**src/rtl/sc_instr_encoder_if.sv**
```systemverilog
// Bus bundle for sc_instr_encoder: decoded instruction fields and start/clear in,
// instruction-memory write port and status out.
interface sc_instr_encoder_if #(
  parameter int unsigned ADDRWIDTH     = 8,
  parameter int unsigned DATAWIDTH_BUS = 32
);
  logic                     SC_InstrEnc_Start_InHigh;
  logic                     SC_InstrEnc_Clear_InHigh;
  logic [1:0]               SC_InstrEnc_OP;
  logic [4:0]               SC_InstrEnc_RD;
  logic [2:0]               SC_InstrEnc_OP2;
  logic [5:0]               SC_InstrEnc_OP3;
  logic [4:0]               SC_InstrEnc_RS1;
  logic                     SC_InstrEnc_BIT13;
  logic [4:0]               SC_InstrEnc_RS2;
  logic [29:0]              SC_InstrEnc_IMM;
  logic                     SC_InstrEnc_MemAck_InHigh;
  logic                     SC_InstrEnc_Ready;
  logic                     SC_InstrEnc_MemWrite_InHigh;
  logic [ADDRWIDTH-1:0]     SC_InstrEnc_MemAddr;
  logic [DATAWIDTH_BUS-1:0] SC_InstrEnc_MemData;
  logic                     SC_InstrEnc_Done;
  logic                     SC_InstrEnc_Err;
  logic                     SC_InstrEnc_Full;

  modport master (
    output SC_InstrEnc_Start_InHigh, SC_InstrEnc_Clear_InHigh, SC_InstrEnc_OP, SC_InstrEnc_RD,
           SC_InstrEnc_OP2, SC_InstrEnc_OP3, SC_InstrEnc_RS1, SC_InstrEnc_BIT13, SC_InstrEnc_RS2,
           SC_InstrEnc_IMM, SC_InstrEnc_MemAck_InHigh,
    input  SC_InstrEnc_Ready, SC_InstrEnc_MemWrite_InHigh, SC_InstrEnc_MemAddr, SC_InstrEnc_MemData,
           SC_InstrEnc_Done, SC_InstrEnc_Err, SC_InstrEnc_Full
  );

  modport slave (
    input  SC_InstrEnc_Start_InHigh, SC_InstrEnc_Clear_InHigh, SC_InstrEnc_OP, SC_InstrEnc_RD,
           SC_InstrEnc_OP2, SC_InstrEnc_OP3, SC_InstrEnc_RS1, SC_InstrEnc_BIT13, SC_InstrEnc_RS2,
           SC_InstrEnc_IMM, SC_InstrEnc_MemAck_InHigh,
    output SC_InstrEnc_Ready, SC_InstrEnc_MemWrite_InHigh, SC_InstrEnc_MemAddr, SC_InstrEnc_MemData,
           SC_InstrEnc_Done, SC_InstrEnc_Err, SC_InstrEnc_Full
  );
endinterface

```
**src/rtl/sc_instr_encoder.sv**
```systemverilog
// Packs decoded SPARC instruction fields into a 32-bit word, range-checks the immediate
// and stores it into instruction memory at an auto-incrementing word address.
module sc_instr_encoder #(
  parameter int unsigned DATAWIDTH_BUS = 32,
  parameter int unsigned ADDRWIDTH     = 8,
  parameter int unsigned DEPTH         = 256
) (
  input logic               SC_InstrEnc_CLOCK_50,
  input logic               SC_InstrEnc_Reset_InLow,
  sc_instr_encoder_if.slave encBus
);
  localparam int unsigned          IMMWIDTH = 30;
  localparam logic [ADDRWIDTH-1:0] LASTADDR = ADDRWIDTH'(DEPTH - 1);

  typedef enum logic [2:0] {
    STATE_IDLE,
    STATE_ENCODE,
    STATE_ERR,
    STATE_WRITE,
    STATE_DONE
  } state_t;

  state_t                   stateQ, stateNext;
  logic [1:0]               opQ;
  logic [4:0]               rdQ, rs1Q, rs2Q;
  logic [2:0]               op2Q;
  logic [5:0]               op3Q;
  logic                     bit13Q;
  logic [IMMWIDTH-1:0]      immQ;
  logic [ADDRWIDTH-1:0]     addrQ, addrNext;
  logic [DATAWIDTH_BUS-1:0] dataQ, dataNext, encWord;
  logic                     fullQ, fullNext;
  logic                     latchEn, encErr;
  logic                     memWriteQ, doneQ, errQ;

  // Word assembly and immediate range check from the latched fields
  always_comb begin
    encWord = '0;
    encErr  = 1'b0;
    case (opQ)
      2'b01: encWord = {2'b01, immQ};
      2'b00: begin
        encWord = {2'b00, rdQ, op2Q, immQ[21:0]};
        encErr  = |immQ[29:22];
      end
      default: begin
        if (bit13Q) begin
          encWord = {opQ, rdQ, op3Q, rs1Q, 1'b1, immQ[12:0]};
          // simm13 fits only when bits 29..12 are a pure sign extension
          encErr  = !((&immQ[29:12]) || !(|immQ[29:12]));
        end else begin
          encWord = {opQ, rdQ, op3Q, rs1Q, 1'b0, 8'b0, rs2Q};
        end
      end
    endcase
  end

  always_comb begin
    stateNext = stateQ;
    addrNext  = addrQ;
    dataNext  = dataQ;
    fullNext  = fullQ;
    latchEn   = 1'b0;
    case (stateQ)
      STATE_IDLE: begin
        if (encBus.SC_InstrEnc_Clear_InHigh) begin
          addrNext = '0;
          fullNext = 1'b0;
        end else if (encBus.SC_InstrEnc_Start_InHigh && !fullQ) begin
          latchEn   = 1'b1;
          stateNext = STATE_ENCODE;
        end
      end
      STATE_ENCODE: begin
        if (encErr) begin
          stateNext = STATE_ERR;
        end else begin
          dataNext  = encWord;
          stateNext = STATE_WRITE;
        end
      end
      STATE_ERR:   stateNext = STATE_IDLE;
      STATE_WRITE: if (encBus.SC_InstrEnc_MemAck_InHigh) stateNext = STATE_DONE;
      STATE_DONE: begin
        if (addrQ == LASTADDR) begin
          addrNext = '0;
          fullNext = 1'b1;
        end else begin
          addrNext = addrQ + ADDRWIDTH'(1);
        end
        stateNext = STATE_IDLE;
      end
      default: stateNext = STATE_IDLE;
    endcase
  end

  // Control state and registered outputs, all on the falling edge
  always_ff @(negedge SC_InstrEnc_CLOCK_50 or negedge SC_InstrEnc_Reset_InLow) begin
    if (!SC_InstrEnc_Reset_InLow) begin
      stateQ    <= STATE_IDLE;
      addrQ     <= '0;
      dataQ     <= '0;
      fullQ     <= 1'b0;
      memWriteQ <= 1'b0;
      doneQ     <= 1'b0;
      errQ      <= 1'b0;
    end else begin
      stateQ    <= stateNext;
      addrQ     <= addrNext;
      dataQ     <= dataNext;
      fullQ     <= fullNext;
      memWriteQ <= (stateNext == STATE_WRITE);
      doneQ     <= (stateNext == STATE_DONE);
      errQ      <= (stateNext == STATE_ERR);
    end
  end

  // Field capture so inputs may change once Start has been accepted
  always_ff @(negedge SC_InstrEnc_CLOCK_50 or negedge SC_InstrEnc_Reset_InLow) begin
    if (!SC_InstrEnc_Reset_InLow) begin
      opQ    <= '0;
      rdQ    <= '0;
      op2Q   <= '0;
      op3Q   <= '0;
      rs1Q   <= '0;
      bit13Q <= 1'b0;
      rs2Q   <= '0;
      immQ   <= '0;
    end else if (latchEn) begin
      opQ    <= encBus.SC_InstrEnc_OP;
      rdQ    <= encBus.SC_InstrEnc_RD;
      op2Q   <= encBus.SC_InstrEnc_OP2;
      op3Q   <= encBus.SC_InstrEnc_OP3;
      rs1Q   <= encBus.SC_InstrEnc_RS1;
      bit13Q <= encBus.SC_InstrEnc_BIT13;
      rs2Q   <= encBus.SC_InstrEnc_RS2;
      immQ   <= encBus.SC_InstrEnc_IMM;
    end
  end

  assign encBus.SC_InstrEnc_Ready           = (stateQ == STATE_IDLE) && !fullQ;
  assign encBus.SC_InstrEnc_MemWrite_InHigh = memWriteQ;
  assign encBus.SC_InstrEnc_MemAddr         = addrQ;
  assign encBus.SC_InstrEnc_MemData         = dataQ;
  assign encBus.SC_InstrEnc_Done            = doneQ;
  assign encBus.SC_InstrEnc_Err             = errQ;
  assign encBus.SC_InstrEnc_Full            = fullQ;
endmodule
```
**src/flat_wrapper.sv**
```systemverilog
// flat-port wrapper written by rule: the top's interface ports become plain ports
module sc_instr_encoder_flat 
#(
  parameter int unsigned DATAWIDTH_BUS = 32,
  parameter int unsigned ADDRWIDTH     = 8,
  parameter int unsigned DEPTH         = 256
)
  (SC_InstrEnc_CLOCK_50, SC_InstrEnc_Reset_InLow, encBus_SC_InstrEnc_Start_InHigh, encBus_SC_InstrEnc_Clear_InHigh, encBus_SC_InstrEnc_OP, encBus_SC_InstrEnc_RD, encBus_SC_InstrEnc_OP2, encBus_SC_InstrEnc_OP3, encBus_SC_InstrEnc_RS1, encBus_SC_InstrEnc_BIT13, encBus_SC_InstrEnc_RS2, encBus_SC_InstrEnc_IMM, encBus_SC_InstrEnc_MemAck_InHigh, encBus_SC_InstrEnc_Ready, encBus_SC_InstrEnc_MemWrite_InHigh, encBus_SC_InstrEnc_MemAddr, encBus_SC_InstrEnc_MemData, encBus_SC_InstrEnc_Done, encBus_SC_InstrEnc_Err, encBus_SC_InstrEnc_Full);
  sc_instr_encoder_if #(.ADDRWIDTH(ADDRWIDTH), .DATAWIDTH_BUS(DATAWIDTH_BUS)) encBus_i ();
  input logic SC_InstrEnc_CLOCK_50;
  input logic SC_InstrEnc_Reset_InLow;
  input wire logic [$bits(encBus_i.SC_InstrEnc_Start_InHigh)-1:0] encBus_SC_InstrEnc_Start_InHigh;
  input wire logic [$bits(encBus_i.SC_InstrEnc_Clear_InHigh)-1:0] encBus_SC_InstrEnc_Clear_InHigh;
  input wire logic [$bits(encBus_i.SC_InstrEnc_OP)-1:0] encBus_SC_InstrEnc_OP;
  input wire logic [$bits(encBus_i.SC_InstrEnc_RD)-1:0] encBus_SC_InstrEnc_RD;
  input wire logic [$bits(encBus_i.SC_InstrEnc_OP2)-1:0] encBus_SC_InstrEnc_OP2;
  input wire logic [$bits(encBus_i.SC_InstrEnc_OP3)-1:0] encBus_SC_InstrEnc_OP3;
  input wire logic [$bits(encBus_i.SC_InstrEnc_RS1)-1:0] encBus_SC_InstrEnc_RS1;
  input wire logic [$bits(encBus_i.SC_InstrEnc_BIT13)-1:0] encBus_SC_InstrEnc_BIT13;
  input wire logic [$bits(encBus_i.SC_InstrEnc_RS2)-1:0] encBus_SC_InstrEnc_RS2;
  input wire logic [$bits(encBus_i.SC_InstrEnc_IMM)-1:0] encBus_SC_InstrEnc_IMM;
  input wire logic [$bits(encBus_i.SC_InstrEnc_MemAck_InHigh)-1:0] encBus_SC_InstrEnc_MemAck_InHigh;
  output wire logic [$bits(encBus_i.SC_InstrEnc_Ready)-1:0] encBus_SC_InstrEnc_Ready;
  output wire logic [$bits(encBus_i.SC_InstrEnc_MemWrite_InHigh)-1:0] encBus_SC_InstrEnc_MemWrite_InHigh;
  output wire logic [$bits(encBus_i.SC_InstrEnc_MemAddr)-1:0] encBus_SC_InstrEnc_MemAddr;
  output wire logic [$bits(encBus_i.SC_InstrEnc_MemData)-1:0] encBus_SC_InstrEnc_MemData;
  output wire logic [$bits(encBus_i.SC_InstrEnc_Done)-1:0] encBus_SC_InstrEnc_Done;
  output wire logic [$bits(encBus_i.SC_InstrEnc_Err)-1:0] encBus_SC_InstrEnc_Err;
  output wire logic [$bits(encBus_i.SC_InstrEnc_Full)-1:0] encBus_SC_InstrEnc_Full;
  assign encBus_i.SC_InstrEnc_Start_InHigh = encBus_SC_InstrEnc_Start_InHigh;
  assign encBus_i.SC_InstrEnc_Clear_InHigh = encBus_SC_InstrEnc_Clear_InHigh;
  assign encBus_i.SC_InstrEnc_OP = encBus_SC_InstrEnc_OP;
  assign encBus_i.SC_InstrEnc_RD = encBus_SC_InstrEnc_RD;
  assign encBus_i.SC_InstrEnc_OP2 = encBus_SC_InstrEnc_OP2;
  assign encBus_i.SC_InstrEnc_OP3 = encBus_SC_InstrEnc_OP3;
  assign encBus_i.SC_InstrEnc_RS1 = encBus_SC_InstrEnc_RS1;
  assign encBus_i.SC_InstrEnc_BIT13 = encBus_SC_InstrEnc_BIT13;
  assign encBus_i.SC_InstrEnc_RS2 = encBus_SC_InstrEnc_RS2;
  assign encBus_i.SC_InstrEnc_IMM = encBus_SC_InstrEnc_IMM;
  assign encBus_i.SC_InstrEnc_MemAck_InHigh = encBus_SC_InstrEnc_MemAck_InHigh;
  assign encBus_SC_InstrEnc_Ready = encBus_i.SC_InstrEnc_Ready;
  assign encBus_SC_InstrEnc_MemWrite_InHigh = encBus_i.SC_InstrEnc_MemWrite_InHigh;
  assign encBus_SC_InstrEnc_MemAddr = encBus_i.SC_InstrEnc_MemAddr;
  assign encBus_SC_InstrEnc_MemData = encBus_i.SC_InstrEnc_MemData;
  assign encBus_SC_InstrEnc_Done = encBus_i.SC_InstrEnc_Done;
  assign encBus_SC_InstrEnc_Err = encBus_i.SC_InstrEnc_Err;
  assign encBus_SC_InstrEnc_Full = encBus_i.SC_InstrEnc_Full;
  sc_instr_encoder #(.DATAWIDTH_BUS(DATAWIDTH_BUS), .ADDRWIDTH(ADDRWIDTH), .DEPTH(DEPTH)) u_core (.SC_InstrEnc_CLOCK_50(SC_InstrEnc_CLOCK_50), .SC_InstrEnc_Reset_InLow(SC_InstrEnc_Reset_InLow), .encBus(encBus_i));
endmodule
```
**config.mk**
```make
export PLATFORM = sky130hd
export DESIGN_NAME = sc_instr_encoder_flat
export DESIGN_NICKNAME = d
export VERILOG_FILES = /design/src/rtl/sc_instr_encoder_if.sv /design/src/rtl/sc_instr_encoder.sv /design/src/flat_wrapper.sv
export SDC_FILE = /design/constraint.sdc
export NUM_CORES = 1
export LEC_CHECK = 0
export ABC_AREA = 1
export CORE_MARGIN = 2
export CORE_UTILIZATION = 32
export DETAILED_ROUTE_END_ITERATION = 8
export GPL_TIMING_DRIVEN = 1
export PLACE_DENSITY = 0.65
export SYNTH_ARGS = -nofsm -noshare
export SYNTH_HDL_FRONTEND = slang
export SYNTH_SLANG_ARGS = --single-unit
```
**constraint.sdc**
```tcl
create_clock -name SC_InstrEnc_CLOCK_50 -period 1.55 [get_ports SC_InstrEnc_CLOCK_50]
set_input_delay 0.3875 -clock SC_InstrEnc_CLOCK_50 [delete_from_list [all_inputs] [get_ports SC_InstrEnc_CLOCK_50]]
set_output_delay 0.3875 -clock SC_InstrEnc_CLOCK_50 [all_outputs]
set_load 0.005 [all_outputs]
```
Yosys cells after proc, flatten, opt, wreduce, memory -nomap -nowiden
Cells that the tools add are included.

Flip-flop bits (word level): 104. Bits in latches: 0. Bits in writable memories: 0. ROM bits: 0. Input port bits: 62. Output and inout port bits: 45. Word-level logic and storage cells: 60. Memories kept: 0.

Add/subtract/negate cells: 1. $mul: 0. Divide/modulo/power cells: 0. Order comparisons: 0. Equality and inequality tests: 10. Shift operators: 0. Multiplexer cells: 18. Bitwise gates (word level): 1. Reduce and logical (&&, ||, !) cells: 15.

Operators with widths (count): $pmux 32 s2 (1); $reduce_and 18->1 (1); $reduce_or 18->1 (1); $mux 8 (2); $pmux 8 s2 (1); $mux 14 (1); $eq 3x2->1 const B (3); $mux 3 (3); $pmux 3 s3 (1); $add 8x1->8 const B (1); $eq 8x8->1 const B (1); $reduce_or 8->1 (1); $mux 1 (7); $eq 3x3->1 const B (2); $pmux 1 s2 (2); $reduce_and 2->1 (2); $eq 3x1->1 const B (1); $logic_not 1->1 (3); $logic_not 3->1 (1); $reduce_and 3->1 (1); $eq 2x1->1 const B (1); $logic_and 1x1->1 (2); $logic_not 2->1 (1); $ne 2x1->1 const B (1); 4 further kinds (4).

Depth between registers and ports, before layout
Word-level depth: 9. Depth in mapped cells: 10. Mapped depth without buffers: 9.

==> summary.md <==
• 0.791 — GP Congestion
• u_core.immQ[4]$_DFFE_NN0P_ — reg-to-reg endpoint
• 32.5% — initial core utilization
• u_core.stateQ[0]$_DFF_NN0_ — Crit Reg-Reg Startpoint
• 723 µV — Max IR drop VDD
• -791 ps — Final WS setup
• complete, but fails checks — status
• 54.3% — fraction of the core area covered by cells at the end of the flow
• 761 — final net count
• 2 — Worst Path Max Fanout
• 7.48 ps — setup clock skew after layout
• 47.2% — fraction of final layout cells with drive strength greater than 1
• 4169 — vias in the first global route
• 0.00504 W — switching power total
• 2 — Clock Path Buffers
• true — setup repair after global routing missed its margin
• 55.8% — Seq/Total Area, Yosys
• 0 — post-route antenna net violation count
• -250 ps — register-to-register setup slack
• 350 ps — clk_lat worst skew
• 1830 nW/µm² — power per standard cell area
• 140 — count of final setup violators
• 2 — cell depth of the worst hold path
• u_core.encBus.SC_InstrEnc_MemData[13]$_DFFE_NN0N_ — launch point of the worst hold path
• primary output — endpoint kind of the worst setup timing path
• 18.8% — share of total power in the clock network
• 56 — maximum number of pins on one net before global-route repair
• reg -> out — Setup CP Type
• 4154 — via total after detailed routing
• 1950 ps — arrival time worst endpoint
• 44 — number of rows created at floorplan
• 303 ps — transition time at the pin with the least slew margin
• 0.00924 W — internal portion of total power
• 16.0% — total routing resource utilization after global routing
• 9 — clock buffer count from CTS
• -40050 ps — sum of negative setup slack
• 104 — clk sink count
• 269 — violation count after the first detailed-route iteration
• negative setup slack — failing checks
• 15600 µm² — total die area
• 104 x dfrtn_1, 75 x buf_4, 63 x nand2_1 — commonest cells after routing, fill and taps aside
• 0 — total congestion overflow after global routing
• 3 — deepest level of the CTS H-tree
• 3.81 nW — reported leakage power
• 9.52 µm² — Synth Area per Inst
• reg -> reg — kind of path behind the tightest hold check
• 433 ps — Worst Hold Margin
• 13700 µm — total routed wirelength
• 14400 µm² — area of the core
• 107 — number of top-level pins
• 0 — Maximum Capacitance Violations
• dfrtn_1 — most common cell after layout, fill and taps aside
• 0 — Yosys warning count
• yes — CTS tree
• 15.4 µm — Avg WL per Cell
• 0 — initial antenna violation count
• 0.0143 W — Tot Pwr
• 28 — count of different cell masters after synthesis
• 0 — hold violation count in the final report
• flop — startpoint types
• 0 — Diodes inserted
• 0 — hold buffer count at cts
• 553 — Synthesized Nets
• 48.1% — share of total power in combinational logic
• 104 — number of register bits inferred by synthesis
• 490 — gate count of the mapped netlist
• 9 — worst r2r path cells
• 100% — fraction of registers with async set/reset
• 887 — count of placed standard cells in the final layout, fillers left out
• 8230 µm — half-perimeter wire length of the detailed placement result
• dfrtn_1 — Main synth FF type
• u_core.encBus.SC_InstrEnc_MemData[13]$_DFFE_NN0N_ — Hold EP
• 50 ps — clock transition at the registers of the reported paths
• 1160 ps — data required time of the worst path
• 4660 µm² — netlist area before placement
• 79.8% — remaining max-slew budget at the tightest pin
• 33.1% — Seq pwr share
• 0 — number of pins exceeding their max-slew limit in the final report
• 4 — number of detailed-route iterations in the first pass
• clkbuf_16 — clock root buffer master
• 125 µm — overall die height
• 4.68 — Vias/cell
• 125 µm — Die W
• 67.2% — Layout area overhead
• 20000 µm — wire length of the first global-routing pass
• 0 — DRC viols
• 106 — Port Buf Inserts
• 0 — number of flops mapped to enable cells by yosys
• 35.3% — switching portion of total power
• 804 — cell count after placement
==> stage by stage <==
stage | worst slack (ps) | cell area (µm²)
after floorplan | -374 | 4730
after detailed placement | -1080 | 6250
final | -791 | 7800
after CTS | -774 | 7160
after global placement | -1100 | 6250
after global routing | -844 | 7800
==> what timing repair did <==
action / in CTS / in global routing
pin swaps: 14 / 14
resized for setup: 280 / 126
buffers inserted: 32 / 30
gates cloned: 7 / 4
setup endpoints to repair: 117 / 145
==> Yosys cell counts (2+ instances only) <==
library cell,n,area [µm²]
nand2_1,114,428
nand3_1,38,190
nor2_4,2,22.5
nand4_1,3,18.8
o21ai_0,27,135
nor2_2,2,12.5
buf_2,7,35.0
mux2_4,28,420
buf_6,7,78.8
o22ai_1,2,12.5
xor2_1,3,26.3
nor2_1,61,229
a21oi_1,30,150
dfrtn_1,104,2600
inv_1,43,161
a22oi_1,3,22.5
clkbuf_1,3,11.3
buf_4,3,22.5
==> metal layers <==
layer  routed length (µm)  global-route usage (%)
met3                  541                    3.69
met4                  194                    5.42
met2                 7120                    27.3
met1                 5810                    19.9
met5                    0                       0
==> layout make-up <==
cell class	instances	area, µm²
well taps	184	230
clock inverters	5	103
inverters	45	188
clock buffers	11	253
multi-input cells	321	2340
repair buffers	217	2090
flip-flops and latches	104	2600
fillers	1231	6570
==> power by group through the flow <==
stage / registers, W / logic, W / clock network (W)
floorplan: 0.00460 / 0.00290 / 0
global placement: 0.00467 / 0.00487 / 0
detailed placement: 0.00472 / 0.00500 / 0
CTS: 0.00467 / 0.00549 / 0.00272
global route: 0.00486 / 0.00747 / 0.00282
finish: 0.00473 / 0.00687 / 0.00268
==> cell families after synthesis <==
logic type	Yosys count	synth area share, %
and+or+nand+nor	223	20.0
buffers and inverters	65	6.79
AOI/OAI and AO/OA	65	7.35
muxes	28	9.01
xor gates and xnor gates	4	0.751
adders and majority gates	1	0.268
DFF	104	55.8
==> how the worst max path moves through the flow <==
stage,start,endpoint,cells past startpoint
floorplan,encBus_SC_InstrEnc_Clear_InHigh,u_core.immQ[0]$_DFFE_NN0P_,4
global placement,encBus_SC_InstrEnc_Clear_InHigh,u_core.op3Q[0]$_DFFE_NN0P_,6
detailed placement,encBus_SC_InstrEnc_Clear_InHigh,u_core.op3Q[1]$_DFFE_NN0P_,6
CTS,u_core.stateQ[0]$_DFF_NN0_,encBus_SC_InstrEnc_Ready,4
global route,u_core.stateQ[0]$_DFF_NN0_,encBus_SC_InstrEnc_Ready,4
finish,u_core.stateQ[0]$_DFF_NN0_,encBus_SC_InstrEnc_Ready,4
==> state kept, by name, summed over array words and instances (netlist names), 2 cells and up <==
register	cells
u_core.encBus.SC_InstrEnc_MemData	32
u_core.rdQ	5
u_core.op3Q	6
u_core.rs2Q	5
u_core.immQ	30
u_core.rs1Q	5
u_core.opQ	2
u_core.encBus.SC_InstrEnc_MemAddr	8
u_core.stateQ	3
u_core.op2Q	3
==> worst max-delay path, stage by stage (launching register included) <==
cell	delay, ps
dfrtn_1	350
nor2_2	160
nand2_2	100
nor2_4	100
buf_2	120
Power figures use the tool's default switching activity.
